## config.mk

```make
export PLATFORM = sky130hd
export DESIGN_NAME = serial_sub_flat
export DESIGN_NICKNAME = d
export VERILOG_FILES = /design/src/rtl/serial_sub_pkg.sv /design/src/rtl/serial_sub_if.sv /design/src/rtl/full_sub.sv /design/src/rtl/serial_sub.sv /design/src/flat_wrapper.sv
export SDC_FILE = /design/constraint.sdc
export NUM_CORES = 1
export LEC_CHECK = 0
export CAP_MARGIN = 20
export CORE_UTILIZATION = 54
export CTS_CLUSTER_SIZE = 20
export DETAILED_ROUTE_END_ITERATION = 10
export PLACE_DENSITY = 0.82
export SLEW_MARGIN = 30
export SYNTH_ARGS = -nofsm -noshare
export SYNTH_HDL_FRONTEND = slang
export SYNTH_SLANG_ARGS = --single-unit
```

## constraint.sdc

```tcl
create_clock -name clk -period 5.3 [get_ports clk]
set_clock_uncertainty 0.2 [all_clocks]
set_input_delay 0.53 -clock clk [delete_from_list [all_inputs] [get_ports clk]]
set_output_delay 0.53 -clock clk [all_outputs]
set_load 0.005 [all_outputs]
```

## src/rtl/serial_sub_pkg.sv

```systemverilog
// Shared types and constants for the bit-serial subtractor.
package serial_sub_pkg;

  typedef enum logic [1:0] {
    IDLE = 2'd0,
    RUN  = 2'd1,
    DONE = 2'd2
  } state_t;

  localparam int DEFAULT_N = 4;

  function automatic int clog2(input int n);
    int r;
    r = 0;
    for (int v = n - 1; v > 0; v = v >> 1) r++;
    return r;
  endfunction

endpackage

```

## src/rtl/serial_sub_if.sv

```systemverilog
// Request/result bundle between a requester and the serial subtractor.
interface serial_sub_if
  import serial_sub_pkg::*;
#(
  parameter int N = DEFAULT_N
);

  logic         Start;
  logic [N-1:0] X;
  logic [N-1:0] Y;
  logic         Bin;
  logic [N-1:0] Diff;
  logic         Bout;
  logic         Ovf;
  logic         Zero;
  logic         Busy;
  logic         Done;

  modport master (
    output Start, X, Y, Bin,
    input  Diff, Bout, Ovf, Zero, Busy, Done
  );

  modport slave (
    input  Start, X, Y, Bin,
    output Diff, Bout, Ovf, Zero, Busy, Done
  );

endinterface

```

## src/rtl/full_sub.sv

```systemverilog
// Combinational 1-bit full subtractor: d = a - b - bi, bo = borrow out.
module full_sub (
  input  logic a,
  input  logic b,
  input  logic bi,
  output logic d,
  output logic bo
);

  assign d  = a ^ b ^ bi;
  assign bo = (~a & b) | (~(a ^ b) & bi);

endmodule

```

## src/rtl/serial_sub.sv

```systemverilog
// Bit-serial N-bit subtractor, LSB first through a single full_sub cell,
// with borrow, signed-overflow and zero flags and a Start/Done handshake.
//
// state | meaning
// IDLE  | waiting for Start; result outputs hold the last operation
// RUN   | one bit per clock through the cell, LSB first
// DONE  | results valid, Done high for exactly this cycle
module serial_sub
  import serial_sub_pkg::*;
#(
  parameter int N = DEFAULT_N
) (
  input logic         clk,
  input logic         rst,
  serial_sub_if.slave bus
);

  localparam int            CW   = clog2(N);
  localparam logic [CW-1:0] LAST = CW'(N - 1);

  state_t        state;
  state_t        state_next;
  logic [CW-1:0] cnt;
  logic [N-1:0]  x_sr;
  logic [N-1:0]  y_sr;
  logic [N-1:0]  r_sr;
  logic [N-1:0]  diff_next;
  logic          borrow;
  logic          x_msb;
  logic          y_msb;
  logic          cell_d;
  logic          cell_bo;
  logic          busy;
  logic          done;
  logic [N-1:0]  diff;
  logic          bout;
  logic          ovf;
  logic          zero;

  full_sub u_cell (
    .a  (x_sr[0]),
    .b  (y_sr[0]),
    .bi (borrow),
    .d  (cell_d),
    .bo (cell_bo)
  );

  // Result as it will stand once the current bit lands in the MSB.
  assign diff_next = {cell_d, r_sr[N-1:1]};

  always_ff @(posedge clk or posedge rst) begin
    if (rst) state <= IDLE;
    else     state <= state_next;
  end

  always_comb begin
    state_next = state;
    busy       = 1'b0;
    done       = 1'b0;
    unique case (state)
      IDLE: if (bus.Start) state_next = RUN;
      RUN: begin
        busy = 1'b1;
        if (cnt == LAST) state_next = DONE;
      end
      DONE: begin
        done       = 1'b1;
        state_next = IDLE;
      end
      default: state_next = IDLE;
    endcase
  end

  always_ff @(posedge clk or posedge rst) begin
    if (rst) begin
      cnt    <= '0;
      x_sr   <= '0;
      y_sr   <= '0;
      r_sr   <= '0;
      borrow <= 1'b0;
      x_msb  <= 1'b0;
      y_msb  <= 1'b0;
      diff   <= '0;
      bout   <= 1'b0;
      ovf    <= 1'b0;
      zero   <= 1'b0;
    end else if (state == IDLE && bus.Start) begin
      cnt    <= '0;
      x_sr   <= bus.X;
      y_sr   <= bus.Y;
      r_sr   <= '0;
      borrow <= bus.Bin;
      x_msb  <= bus.X[N-1];
      y_msb  <= bus.Y[N-1];
    end else if (state == RUN) begin
      cnt    <= cnt + 1'b1;
      x_sr   <= x_sr >> 1;
      y_sr   <= y_sr >> 1;
      r_sr   <= diff_next;
      borrow <= cell_bo;
      if (cnt == LAST) begin
        diff <= diff_next;
        bout <= cell_bo;
        ovf  <= (x_msb ^ y_msb) & (cell_d ^ x_msb);
        zero <= (diff_next == '0);
      end
    end
  end

  assign bus.Diff = diff;
  assign bus.Bout = bout;
  assign bus.Ovf  = ovf;
  assign bus.Zero = zero;
  assign bus.Busy = busy;
  assign bus.Done = done;

endmodule

```

## src/flat_wrapper.sv

```systemverilog
// flat-port wrapper written by rule: the top's interface ports become plain ports
module serial_sub_flat import serial_sub_pkg::*;
#(
  parameter int N = DEFAULT_N
)
  (clk, rst, bus_Start, bus_X, bus_Y, bus_Bin, bus_Diff, bus_Bout, bus_Ovf, bus_Zero, bus_Busy, bus_Done);
  serial_sub_if #(.N(N)) bus_i ();
  input logic clk;
  input logic rst;
  input wire logic [$bits(bus_i.Start)-1:0] bus_Start;
  input wire logic [$bits(bus_i.X)-1:0] bus_X;
  input wire logic [$bits(bus_i.Y)-1:0] bus_Y;
  input wire logic [$bits(bus_i.Bin)-1:0] bus_Bin;
  output wire logic [$bits(bus_i.Diff)-1:0] bus_Diff;
  output wire logic [$bits(bus_i.Bout)-1:0] bus_Bout;
  output wire logic [$bits(bus_i.Ovf)-1:0] bus_Ovf;
  output wire logic [$bits(bus_i.Zero)-1:0] bus_Zero;
  output wire logic [$bits(bus_i.Busy)-1:0] bus_Busy;
  output wire logic [$bits(bus_i.Done)-1:0] bus_Done;
  assign bus_i.Start = bus_Start;
  assign bus_i.X = bus_X;
  assign bus_i.Y = bus_Y;
  assign bus_i.Bin = bus_Bin;
  assign bus_Diff = bus_i.Diff;
  assign bus_Bout = bus_i.Bout;
  assign bus_Ovf = bus_i.Ovf;
  assign bus_Zero = bus_i.Zero;
  assign bus_Busy = bus_i.Busy;
  assign bus_Done = bus_i.Done;
  serial_sub #(.N(N)) u_core (.clk(clk), .rst(rst), .bus(bus_i));
endmodule
```

* After elaboration in Yosys (flattened, before gate mapping)
Cells that the tools add are included.
** Word-level totals
- Register bits :: 26
- Input bits :: 12
- Word-level logic and storage cells :: 50
** Cells by class
- $add $sub $neg :: 1
- Equality and inequality tests :: 5
- Mux-type cells :: 15
- Bitwise operators :: 11
- Reductions and logical operators :: 6
** Operators by type and width (count)
- $mux W4 :: 6
- $mux W2 :: 4
- $eq A2 B2 Y1 const B :: 2
- $logic_not A4 Y1 :: 1
- $mux W1 :: 4
- $ne A2 B2 Y1 const B :: 2
- $pmux W2 S2 :: 1
- $xor A1 B1 Y1 :: 4
- $and A1 B1 Y1 :: 3
- $not A1 Y1 :: 3
- $reduce_and A3 Y1 :: 1
- $add A2 B1 Y2 const B :: 1
- $eq A2 B1 Y1 const B :: 1
- $logic_not A2 Y1 :: 1
- $reduce_and A2 Y1 :: 1
- $reduce_bool A2 Y1 :: 1
- $logic_and A1 B1 Y1 :: 1
- $or A1 B1 Y1 :: 1

* Longest topological paths before layout
Gate-level depths: netlist of run 1.
- Word-level depth :: 6
- Depth in mapped cells :: 5

* Modules after synthesis
A second synthesis of run 1 with hierarchy kept.
** Unflattened totals
- Cells, all modules :: 96
- Area total of the unflattened synthesis :: 1131.1 um^2
** By module, submodules not included
- serial_sub :: cells an instance 92, sequential area each 625.6 um^2, instances 1, area an instance 1099.8 um^2
- full_sub :: cells an instance 4, sequential area each 0.0 um^2, instances 1, area an instance 31.3 um^2

* Worst setup path after synthesis of run 1
No wires, ideal clock.
- Path kind :: register to register
- Start :: reg u_core.y_sr[0]
- End :: reg u_core.zero (netlist: u_core.bus.Zero)
- Slack :: 3.506 ns
- Path buffers :: 0
- Data required time :: 5.017 ns
- Arrival time :: 1.512 ns
- Cell stages (with the launch flop) :: 5
- Setup time :: 0.083 ns
- Cells stage by stage :: dfrtp_1 inv_1 fa_1 or4_1 o21ai_0
** On the way
- Cells in the longest elaborated chain, start to end :: 3
** RTL lines
- start: declaration :: RTL line serial_sub.sv:25 : logic [N-1:0] y_sr;
- start signal: assignment :: RTL line serial_sub.sv:90 : y_sr <= bus.Y;
- start signal: assignment :: RTL line serial_sub.sv:98 : y_sr <= y_sr >> 1;
- $xor A1 B1 Y1 (2 in series) :: RTL line full_sub.sv:10 : assign d = a ^ b ^ bi;
- net u_core.cell_d :: RTL line serial_sub.sv:31 : logic cell_d;
- $logic_not A4 Y1 :: RTL line serial_sub.sv:105 : zero <= (diff_next == '0);
- end signal: assignment :: RTL line serial_sub.sv:105
- end: declaration :: RTL line serial_sub.sv:38 : logic zero;
The timed path passes the listed nets, and every way through them passes these cells.
A chain may end at the register's enable or synchronous reset.

* Final worst setup path of run 1
- Start :: reg u_core.state[0]
- End :: out bus_Busy
** On the way
- Cells in the longest elaborated chain, start to end :: 2
** RTL lines
- start: declaration :: RTL line serial_sub.sv:21 : state_t state;
- start signal: assignment :: RTL line serial_sub.sv:53 : else state <= state_next;
- $eq A2 B1 Y1 :: RTL line serial_sub.sv:60 : unique case (state)
- $mux W1 :: RTL line serial_sub.sv:60
- end: declaration :: RTL line flat_wrapper.sv:18 : output wire logic [$bits(bus_i.Busy)-1:0] bus_Busy;
No other way between the ends.

==> impl_metrics.json, run 1 <==
{
  "power_mw": 0.728,
  "layout-drive-gt1-share_pct": 17.4,
  "ir_drop_mv": 0.361,
  "post_drt_wl_per_cell_um": 13.1,
  "clk_pin_slew_ns": 0.13,
  "outcome": "finished, final reports clean",
  "diodes": 0,
  "finalNonFillerCells": 142,
  "whs_ns": 0.304,
  "routed_wl_um": 1860,
  "leakagePower_nw": 0.613,
  "r2r_start": "u_core.state[0]",
  "vias": 764,
  "gp_congestion": 0.806,
  "start_util_pct": 58.1,
  "maxSlewHeadroom_pct": 58.1,
  "antenna_found_initial": 0,
  "grt.total_usage_pct": 19.0,
  "synthCells": 96,
  "dp.cells": 138,
  "ys_ff_latch": 25,
  "fmax_ghz": 0.375,
  "timing.final.ws_setup_ns": 2.63,
  "rsz0062_at_grt": "no",
  "min_path_type": "flip-flop to flip-flop",
  "period_share_pct": 50.4,
  "h-tree-depth": 1,
  "netlist_top_cells_area": "dfrtp_1 54%, mux2_2 5.9%, and3b_2 5.2%, a21oi_1 3.9%, o21ai_0 3.9%",
  "clockBufferDepth": 2,
  "drcViolationCount": 0,
  "io_buffer_count": 20,
  "numCtsBuffers": 3,
  "cts_tree": "yes",
  "finalSetupTns_ns": 0,
  "yosys.area.top_type": "dfrtp_1",
  "synth_top_area_share_pct": 54.3,
  "die_x_um": 48.2,
  "cts_setup_buffers": 0,
  "pre_cts_ws_ns": 3.00,
  "ys_warn_count": 0,
  "grt_max_degree": 26,
  "endpoint_kind": "primary output",
  "die-area_um2": 2320,
  "areaGrowthSynthToFinish_pct": 18.9,
  "cts.sinks": 25,
  "most-common-layout-cells": "25 x dfrtp_1, 20 x clkdlybuf4s50_1, 9 x nand2_1, 9 x o21ai_0, 9 x a21oi_1",
  "arrival_ns": 1.94,
  "final_common_cell": "dfrtp_1",
  "grt_pass1_wl_um": 3010,
  "setup_viol": 0,
  "criticalPathCategory": "flip-flop to primary output",
  "rrSetupSlack_ns": 3.34,
  "cp_data_required_time_ns": 4.57,
  "grt_pass1_vias": 697,
  "postCtsHoldBufs": 0,
  "final-hold-violation-count": 0,
  "drtIter0Drc": 2,
  "die_h_um": 48.2,
  "insertion_delay_ns": 0.31,
  "reg2reg_to": "u_core.bus.Diff[0]",
  "place_hpwl_um": 1350,
  "rows": 16,
  "min_period_ns": 2.67,
  "cts_root_buf": "clkbuf_4",
  "viasPerCell": 5.38,
  "firstDrtPassIters": 2,
  "synth_area_um2": 1150,
  "nets": 131,
  "ant_nets": 0,
  "pin_count": 21,
  "reg2regPathDepth": 2,
  "syn_avg_cell_area_um2": 12.0,
  "drv_cap": 0,
  "crit_fanout": 20,
  "startpoint": "u_core.state[0]",
  "grt_overflow": 0,
  "core_um2": 1980,
  "powerDensity_nw_per_um2": 532,
  "syn_nets": 111,
  "yosysSeqAreaShare_pct": 54.3,
  "slew_violations": 0,
  "tightest_slew_ns": 0.629,
  "cp-start-kind": "flip-flop",
  "ys_types": 23,
  "postCtsResizedCells": 0,
  "fillCellCount": 149,
  "endpoint": "bus_Busy"
}
layout make-up:
cell class | instances | area, um^2 | area share, %
inverter | 7 | 26.3 | 1.92
clock buffer | 4 | 26.3 | 1.92
timing repair buffer | 20 | 200 | 14.6
multi-input combinational | 59 | 458 | 33.4
sequential | 25 | 626 | 45.7
tap | 27 | 33.8 | 2.47
worst max-delay path: stages, from the launching register on:
cell and delay, ns:
dfrtp_1 0.77, nand2b_1 0.19, inv_1 0.15, clkdlybuf4s50_1 0.52
kinds of logic (layout without fill, tap and decap cells):
group                      after synthesis  after routing  synth area share, %
muxes                                    6              6                 5.86
buffers and inverters                   12             31                 5.97
adders and majority gates                3              3                 4.56
and+or+nand+nor                         23             23                 14.0
AOI/OAI and AO/OA                       27             27                 15.3
DFF                                     25             25                 54.3
worst min-delay path by stage:
stage                    start              end  slack [ns]  depth (start not counted)
6_report        u_core.y_sr[1]   u_core.y_sr[1]        0.30                          2
3_5_place_dp   u_core.bus.Bout  u_core.bus.Bout        0.27                          2
2_1_floorplan   u_core.x_sr[1]   u_core.x_sr[1]        0.25                          2
3_3_place_gp   u_core.bus.Bout  u_core.bus.Bout        0.26                          2
5_1_grt         u_core.y_sr[1]   u_core.y_sr[1]        0.32                          2
4_1_cts         u_core.x_sr[1]   u_core.x_sr[1]        0.31                          2
sequential cells by signal, indices dropped and copies added, names as in the netlist:
register	cells
u_core.bus.Zero	1
u_core.x_msb	1
u_core.bus.Diff	4
u_core.x_sr	4
u_core.bus.Bout	1
u_core.r_sr	3
u_core.y_msb	1
u_core.bus.Ovf	1
u_core.borrow	1
u_core.state	2
u_core.cnt	2
u_core.y_sr	4
power by group:
group | total, mW | internal [mW] | switching (mW)
Sequential | 0.347 | 0.272 | 0.0744
Combinational | 0.297 | 0.174 | 0.124
Clock | 0.0839 | 0.0294 | 0.0545
through the flow:
stage,util [%],cell area [um^2]
after detailed placement,67.8,1340
after floorplan,-,1150
final,69.1,1370
after global placement,67.8,1340
after CTS,69.1,1370
after global routing,69.1,1370
routing by layer:
layer  share of wire [%]  GRT usage, %  vias to the layer above  wire length (um)
li1                    -             -                      372                 -
met1                  46          24.0                      370               856
met2                  49          31.7                       18               916
met3                 2.9          3.33                        4                53
met4                 1.6          8.33                        0                30
met5                   0             0                        -                 0
synthesized netlist by cell type, drive strengths merged:
cell	n
dfrtp	25
a21oi	9
nand2	9
o21ai	9
inv	7
and3b	6
mux2	6
a22o	5
buf	5
nor3b	3
fa	2
nor2b	2
o22ai	2
ha	1
nand2b	1
nand3b	1
o21bai	1
o22a	1
or4	1
No activity file was read; power rests on OpenSTA's default activity.
==> run 2, diff against run 1 <==
--- a/config.mk
+++ b/config.mk
@@ -6,10 +6,10 @@
 export NUM_CORES = 1
 export LEC_CHECK = 0
 export CAP_MARGIN = 20
-export CORE_UTILIZATION = 54
+export CORE_UTILIZATION = 45
 export CTS_CLUSTER_SIZE = 20
 export DETAILED_ROUTE_END_ITERATION = 10
-export PLACE_DENSITY = 0.82
+export PLACE_DENSITY = 0.73
 export SLEW_MARGIN = 30
 export SYNTH_ARGS = -nofsm -noshare
 export SYNTH_HDL_FRONTEND = slang
==> constraint.sdc (replaced) <==
create_clock -name clk -period 2.4 [get_ports clk]
set_clock_uncertainty 0.2 [all_clocks]
set_input_delay 0.24 -clock clk [delete_from_list [all_inputs] [get_ports clk]]
set_output_delay 0.24 -clock clk [all_outputs]
set_load 0.005 [all_outputs]
==> run 2 against run 1 <==
Die area grew 19%; flip-flop and latch count is the same; register-to-register slack lost 2.8 ns; setup slack lost 2.4 ns; first-iteration DRC count grew to 3.5 times the previous value; design area grew 1.2%; cell count grew 2.1%; hold slack lost 0.24 ns; wire length shrank 0.81%; clock power grew 120%; critical path type unchanged; critical path depth is the same; non-clock buffer count grew 2.
==> impl_metrics.json, run 2 (synthesis results as in run 1) <==
{
  "postCtsResizedCells": 0,
  "rrSetupSlack_ns": 0.50,
  "reg2reg_to": "u_core.bus.Zero",
  "clockBufferDepth": 2,
  "timing.final.ws_setup_ns": 0.216,
  "setup_viol": 0,
  "firstDrtPassIters": 3,
  "gp_congestion": 0.765,
  "grt_pass1_wl_um": 3390,
  "startpoint": "u_core.state[1]",
  "cts_root_buf": "clkbuf_4",
  "grt_max_degree": 26,
  "layout-drive-gt1-share_pct": 17.9,
  "fillCellCount": 210,
  "place_hpwl_um": 1340,
  "utilization_pct": 59.8,
  "ant_nets": 0,
  "insertion_delay_ns": 0.31,
  "diodes": 0,
  "cts_setup_buffers": 0,
  "place_area_um2": 1360,
  "start_util_pct": 49.7,
  "arrival_ns": 1.74,
  "drcViolationCount": 0,
  "routed_wl_um": 1840,
  "period_share_pct": 91.0,
  "final-hold-violation-count": 0,
  "endpoint_kind": "primary output",
  "grt_overflow": 0,
  "h-tree-depth": 1,
  "finalSetupTns_ns": 0,
  "min_period_ns": 2.18,
  "nets": 133,
  "die_h_um": 52.6,
  "tightest_slew_ns": 0.440,
  "die_x_um": 52.6,
  "ir_drop_mv": 0.602,
  "postCtsHoldBufs": 0,
  "grt.total_usage_pct": 17.1,
  "outcome": "finished, final reports clean",
  "cp-start-kind": "flip-flop",
  "drv_cap": 0,
  "min_path_type": "primary input to asynchronous set/reset pin",
  "r2r_start": "u_core.y_sr[0]",
  "finalNonFillerCells": 145,
  "slew_violations": 0,
  "vias": 750,
  "die-area_um2": 2770,
  "drtIter0Drc": 7,
  "rsz0062_at_grt": "no",
  "cp_data_required_time_ns": 1.96,
  "pre_cts_ws_ns": 0.516,
  "pin_count": 21,
  "antenna_found_initial": 0,
  "criticalPathCategory": "flip-flop to primary output",
  "cts.sinks": 25,
  "maxSlewHeadroom_pct": 70.6,
  "post_drt_wl_per_cell_um": 12.7,
  "final_common_cell": "dfrtp_1",
  "leakagePower_nw": 0.623,
  "cts_tree": "yes",
  "core_um2": 2320,
  "powerDensity_nw_per_um2": 1160,
  "io_buffer_count": 20,
  "fmax_ghz": 0.458,
  "dp.cells": 141,
  "clk_pin_slew_ns": 0.13,
  "post-route-cell-area_um2": 1390,
  "viasPerCell": 5.17,
  "reg2regPathDepth": 4,
  "numCtsBuffers": 3,
  "areaGrowthSynthToFinish_pct": 20.3,
  "crit_fanout": 12,
  "rows": 17,
  "most-common-layout-cells": "25 x dfrtp_1, 20 x clkdlybuf4s50_1, 9 x nand2_1, 9 x o21ai_0, 9 x a21oi_1",
  "grt_pass1_vias": 773,
  "endpoint": "bus_Busy"
}
==> run 2: through the flow <==
| step | power (mW) | hold slack, ns |
|---|---|---|
| 2_1_floorplan | 1.23 | 0.0673 |
| 3_3_place_gp | 1.43 | 0.263 |
| 3_5_place_dp | 1.45 | 0.271 |
| 4_1_cts | 1.64 | 0.0663 |
| 5_1_grt | 1.76 | 0.102 |
| 6_report | 1.61 | 0.0602 |
==> run 2: area by class of cell <==
class / count / area [um^2] / share of cell area, %
Sequential cell: 25 / 626 / 45.1
Tap cell: 28 / 35.0 / 2.53
Timing Repair Buffer: 22 / 215 / 15.5
Inverter: 7 / 26.3 / 1.90
Multi-Input combinational cell: 59 / 458 / 33.0
Clock buffer: 4 / 26.3 / 1.90
==> run 2: per-layer routing <==
layer	GRT usage (%)	vias to the layer above	routed length (um)
met1	21.8	356	895
li1	-	372	-
met2	27.6	18	852
met4	9.21	0	30
met3	2.61	4	64
met5	0	-	0
==> run 2: critical path, cell delays in order, from the launching register on <==
cell and delay [ns]:
dfrtp_1 0.54, nand2b_1 0.24, inv_1 0.15, clkdlybuf4s50_1 0.52
==> run 2: how the worst min path moves through the flow <==
stage                                 end  cells after the start
final                     u_core.bus.Bout                      3
after global routing      u_core.bus.Zero                      3
after CTS                  u_core.r_sr[2]                      3
after detailed placement  u_core.bus.Zero                      2
after global placement    u_core.bus.Bout                      2
after floorplan             u_core.borrow                      1
==> run 2: power by group <==
part	leakage, nW	switching [mW]	internal (mW)
clock network	0.0150	0.117	0.0648
registers	0.316	0.151	0.602
logic	0.292	0.285	0.394
==> run 3, diff against run 2 <==
--- a/config.mk
+++ b/config.mk
@@ -10,7 +10,9 @@
 export CTS_CLUSTER_SIZE = 20
 export DETAILED_ROUTE_END_ITERATION = 10
 export PLACE_DENSITY = 0.73
+export REMOVE_ABC_BUFFERS = 1
 export SLEW_MARGIN = 30
 export SYNTH_ARGS = -nofsm -noshare
 export SYNTH_HDL_FRONTEND = slang
+export SYNTH_HIERARCHICAL = 1
 export SYNTH_SLANG_ARGS = --single-unit
==> run 3 against run 2 <==
Register-to-register slack improved by 0.14 ns; clock power about the same; critical path type unchanged; non-clock buffer count increased by 2; area after synthesis decreased by 1.8%; critical endpoint is now bus_Done; largest cell class unchanged.
==> impl_metrics.json, run 3 <==
{
  "pin_count": 21,
  "antenna_found_initial": 0,
  "crit_family": "flip-flops",
  "yosysSeqAreaShare_pct": 55.3,
  "io_buffer_count": 20,
  "place_hpwl_um": 1370,
  "ys_ff_latch": 25,
  "whs_ns": 0.0515,
  "grt_pass1_wl_um": 3250,
  "diodes": 0,
  "die-area_um2": 2720,
  "numCtsBuffers": 3,
  "dp.cells": 143,
  "post_drt_wl_per_cell_um": 13.1,
  "drtIter0Drc": 8,
  "die_x_um": 52.1,
  "endpoint_kind": "primary output",
  "final-hold-violation-count": 0,
  "cts_root_buf": "clkbuf_4",
  "postCtsResizedCells": 0,
  "grt.total_usage_pct": 17.1,
  "period_share_pct": 89.1,
  "most-common-layout-cells": "25 x dfrtp_1, 20 x clkdlybuf4s50_1, 10 x o21ai_0, 9 x nand2_1",
  "clockBufferDepth": 2,
  "grt_overflow": 0,
  "drcViolationCount": 0,
  "cts_setup_buffers": 0,
  "synth_area_um2": 1130,
  "nets": 134,
  "syn_avg_cell_area_um2": 11.8,
  "ys_warn_count": 6,
  "synthTopCellsByCount": "25 x dfrtp_1, 10 x o21ai_0, 9 x nand2_1",
  "synth_top_area_share_pct": 55.3,
  "min_path_type": "primary input to asynchronous set/reset pin",
  "cp-start-kind": "flip-flop",
  "die_h_um": 52.1,
  "utilization_pct": 60.5,
  "cts.sinks": 25,
  "power_mw": 1.62,
  "synthCells": 96,
  "synth.most_common_cell": "dfrtp_1",
  "netlist_top_cells_area": "dfrtp_1 55%, mux2_1 7.0%, a22oi_1 4.6%, o21ai_0 4.4%, a22o_1 3.1%",
  "path_cells": "nor2b_1, clkdlybuf4s50_1",
  "cts_tree": "yes",
  "min_period_ns": 2.14,
  "tightest_slew_ns": 0.496,
  "crit_path_top_delay_cell": "dfrtp_1",
  "powerDensity_nw_per_um2": 1160,
  "maxSlewHeadroom_pct": 67.0,
  "async_reset_ff_share_pct": 100,
  "ant_nets": 0,
  "setup_viol": 0,
  "final_common_cell": "dfrtp_1",
  "grt_pass1_vias": 737,
  "crit_buf_inv": 1,
  "firstDrtPassIters": 4,
  "synth_edf_count": 0,
  "finalSetupTns_ns": 0,
  "gp_congestion": 0.700,
  "fmax_ghz": 0.467,
  "finalNonFillerCells": 147,
  "rows": 17,
  "seq_area_um2": 626,
  "areaGrowthSynthToFinish_pct": 22.9,
  "insertion_delay_ns": 0.32,
  "arrival_ns": 1.70,
  "viasPerCell": 5.44,
  "grt_max_degree": 26,
  "synth_ff_type": "dfrtp_1",
  "outcome": "finished, final reports clean",
  "startpoint": "u_core/state[1]",
  "cp_data_required_time_ns": 1.96,
  "crit_path_max_incr_delay_ns": 0.68,
  "h-tree-depth": 1,
  "criticalPathCategory": "flip-flop to primary output",
  "postCtsHoldBufs": 0,
  "clk_pin_slew_ns": 0.13,
  "ys_types": 23,
  "ir_drop_mv": 0.623,
  "multi_input_area_um2": 454,
  "leakagePower_nw": 0.635,
  "core_um2": 2300,
  "fillCellCount": 204,
  "r2r_start": "u_core/borrow",
  "layout-drive-gt1-share_pct": 9.24,
  "yosys.area.top_type": "dfrtp_1",
  "vias": 799,
  "slew_violations": 0,
  "drv_cap": 0,
  "routed_wl_um": 1930,
  "crit_fanout": 14,
  "start_util_pct": 49.2,
  "rsz0062_at_grt": "no"
}
[run 3: cell types whose count changed after synthesis, sizes merged, moves of 3 or more]
| cell | previous run | this run |
|---|---|---|
| nor2b | 2 | 6 |
| a21oi | 9 | 6 |
| and2b | 0 | 4 |
| a22oi | 0 | 7 |
| and3b | 6 | 0 |
[run 3: logic make-up (layout without fill, tap and decap cells)]
kind of cell               count (synthesis)  in the layout  share of synthesized area (%)
buffers and inverters                     10             33                           4.54
DFF                                       25             25                           55.3
muxes                                      8              8                           7.96
adders and majority gates                  2              2                           2.88
and+or+nand+nor                           22             22                           13.4
AOI/OAI and AO/OA                         29             29                           15.9
[run 3: tightest hold or removal path: cells and delay by family]
kind     cells  cell delay, ns
buf+inv      3            0.75
[run 3: final cells by class]
class	instances	area share [%]
Clock buffer	4	1.89
Inverter	5	1.35
Multi-Input combinational cell	61	32.7
Sequential cell	25	45.0
Tap cell	28	2.52
Timing Repair Buffer	24	16.6
[run 3: report_power, final]
group | leakage, nW | total (mW) | switching [mW] | internal [mW]
combinational | 0.302 | 0.708 | 0.306 | 0.402
sequential | 0.318 | 0.729 | 0.129 | 0.599
clock | 0.0150 | 0.182 | 0.117 | 0.0650
[run 3: per-stage QoR]
| step | setup slack [ns] | area [um^2] |
|---|---|---|
| 4_1_cts | 0.254 | 1390 |
| 6_report | 0.261 | 1390 |
| 2_1_floorplan | 0.717 | 1100 |
| 3_3_place_gp | 0.582 | 1360 |
| 3_5_place_dp | 0.541 | 1360 |
| 5_1_grt | 0.169 | 1390 |
[run 3: final timing paths]
kind / endpoint / slack, ns / depth (start not counted)
worst max-delay path: bus_Done / 0.26 / 2
worst min-delay path: u_core/bus.Diff[3] / 0.05 / 3
worst max register to register: u_core/bus.Zero / 0.64 / 4
worst min register to register: u_core/x_sr[1] / 0.30 / 2
max in group asynchronous: u_core/y_sr[2] / 1.70 / 3
min in group clk: u_core/x_sr[1] / 0.30 / 2
[run 3: routing by layer]
metal	routed length, um	vias up	share of wire (%)	track usage [%]
met2	883	30	46	27.1
met4	51	0	2.6	11.0
met5	0	-	0	0
met3	101	5	5.2	3.51
li1	-	380	-	-
met1	889	384	46	21.0
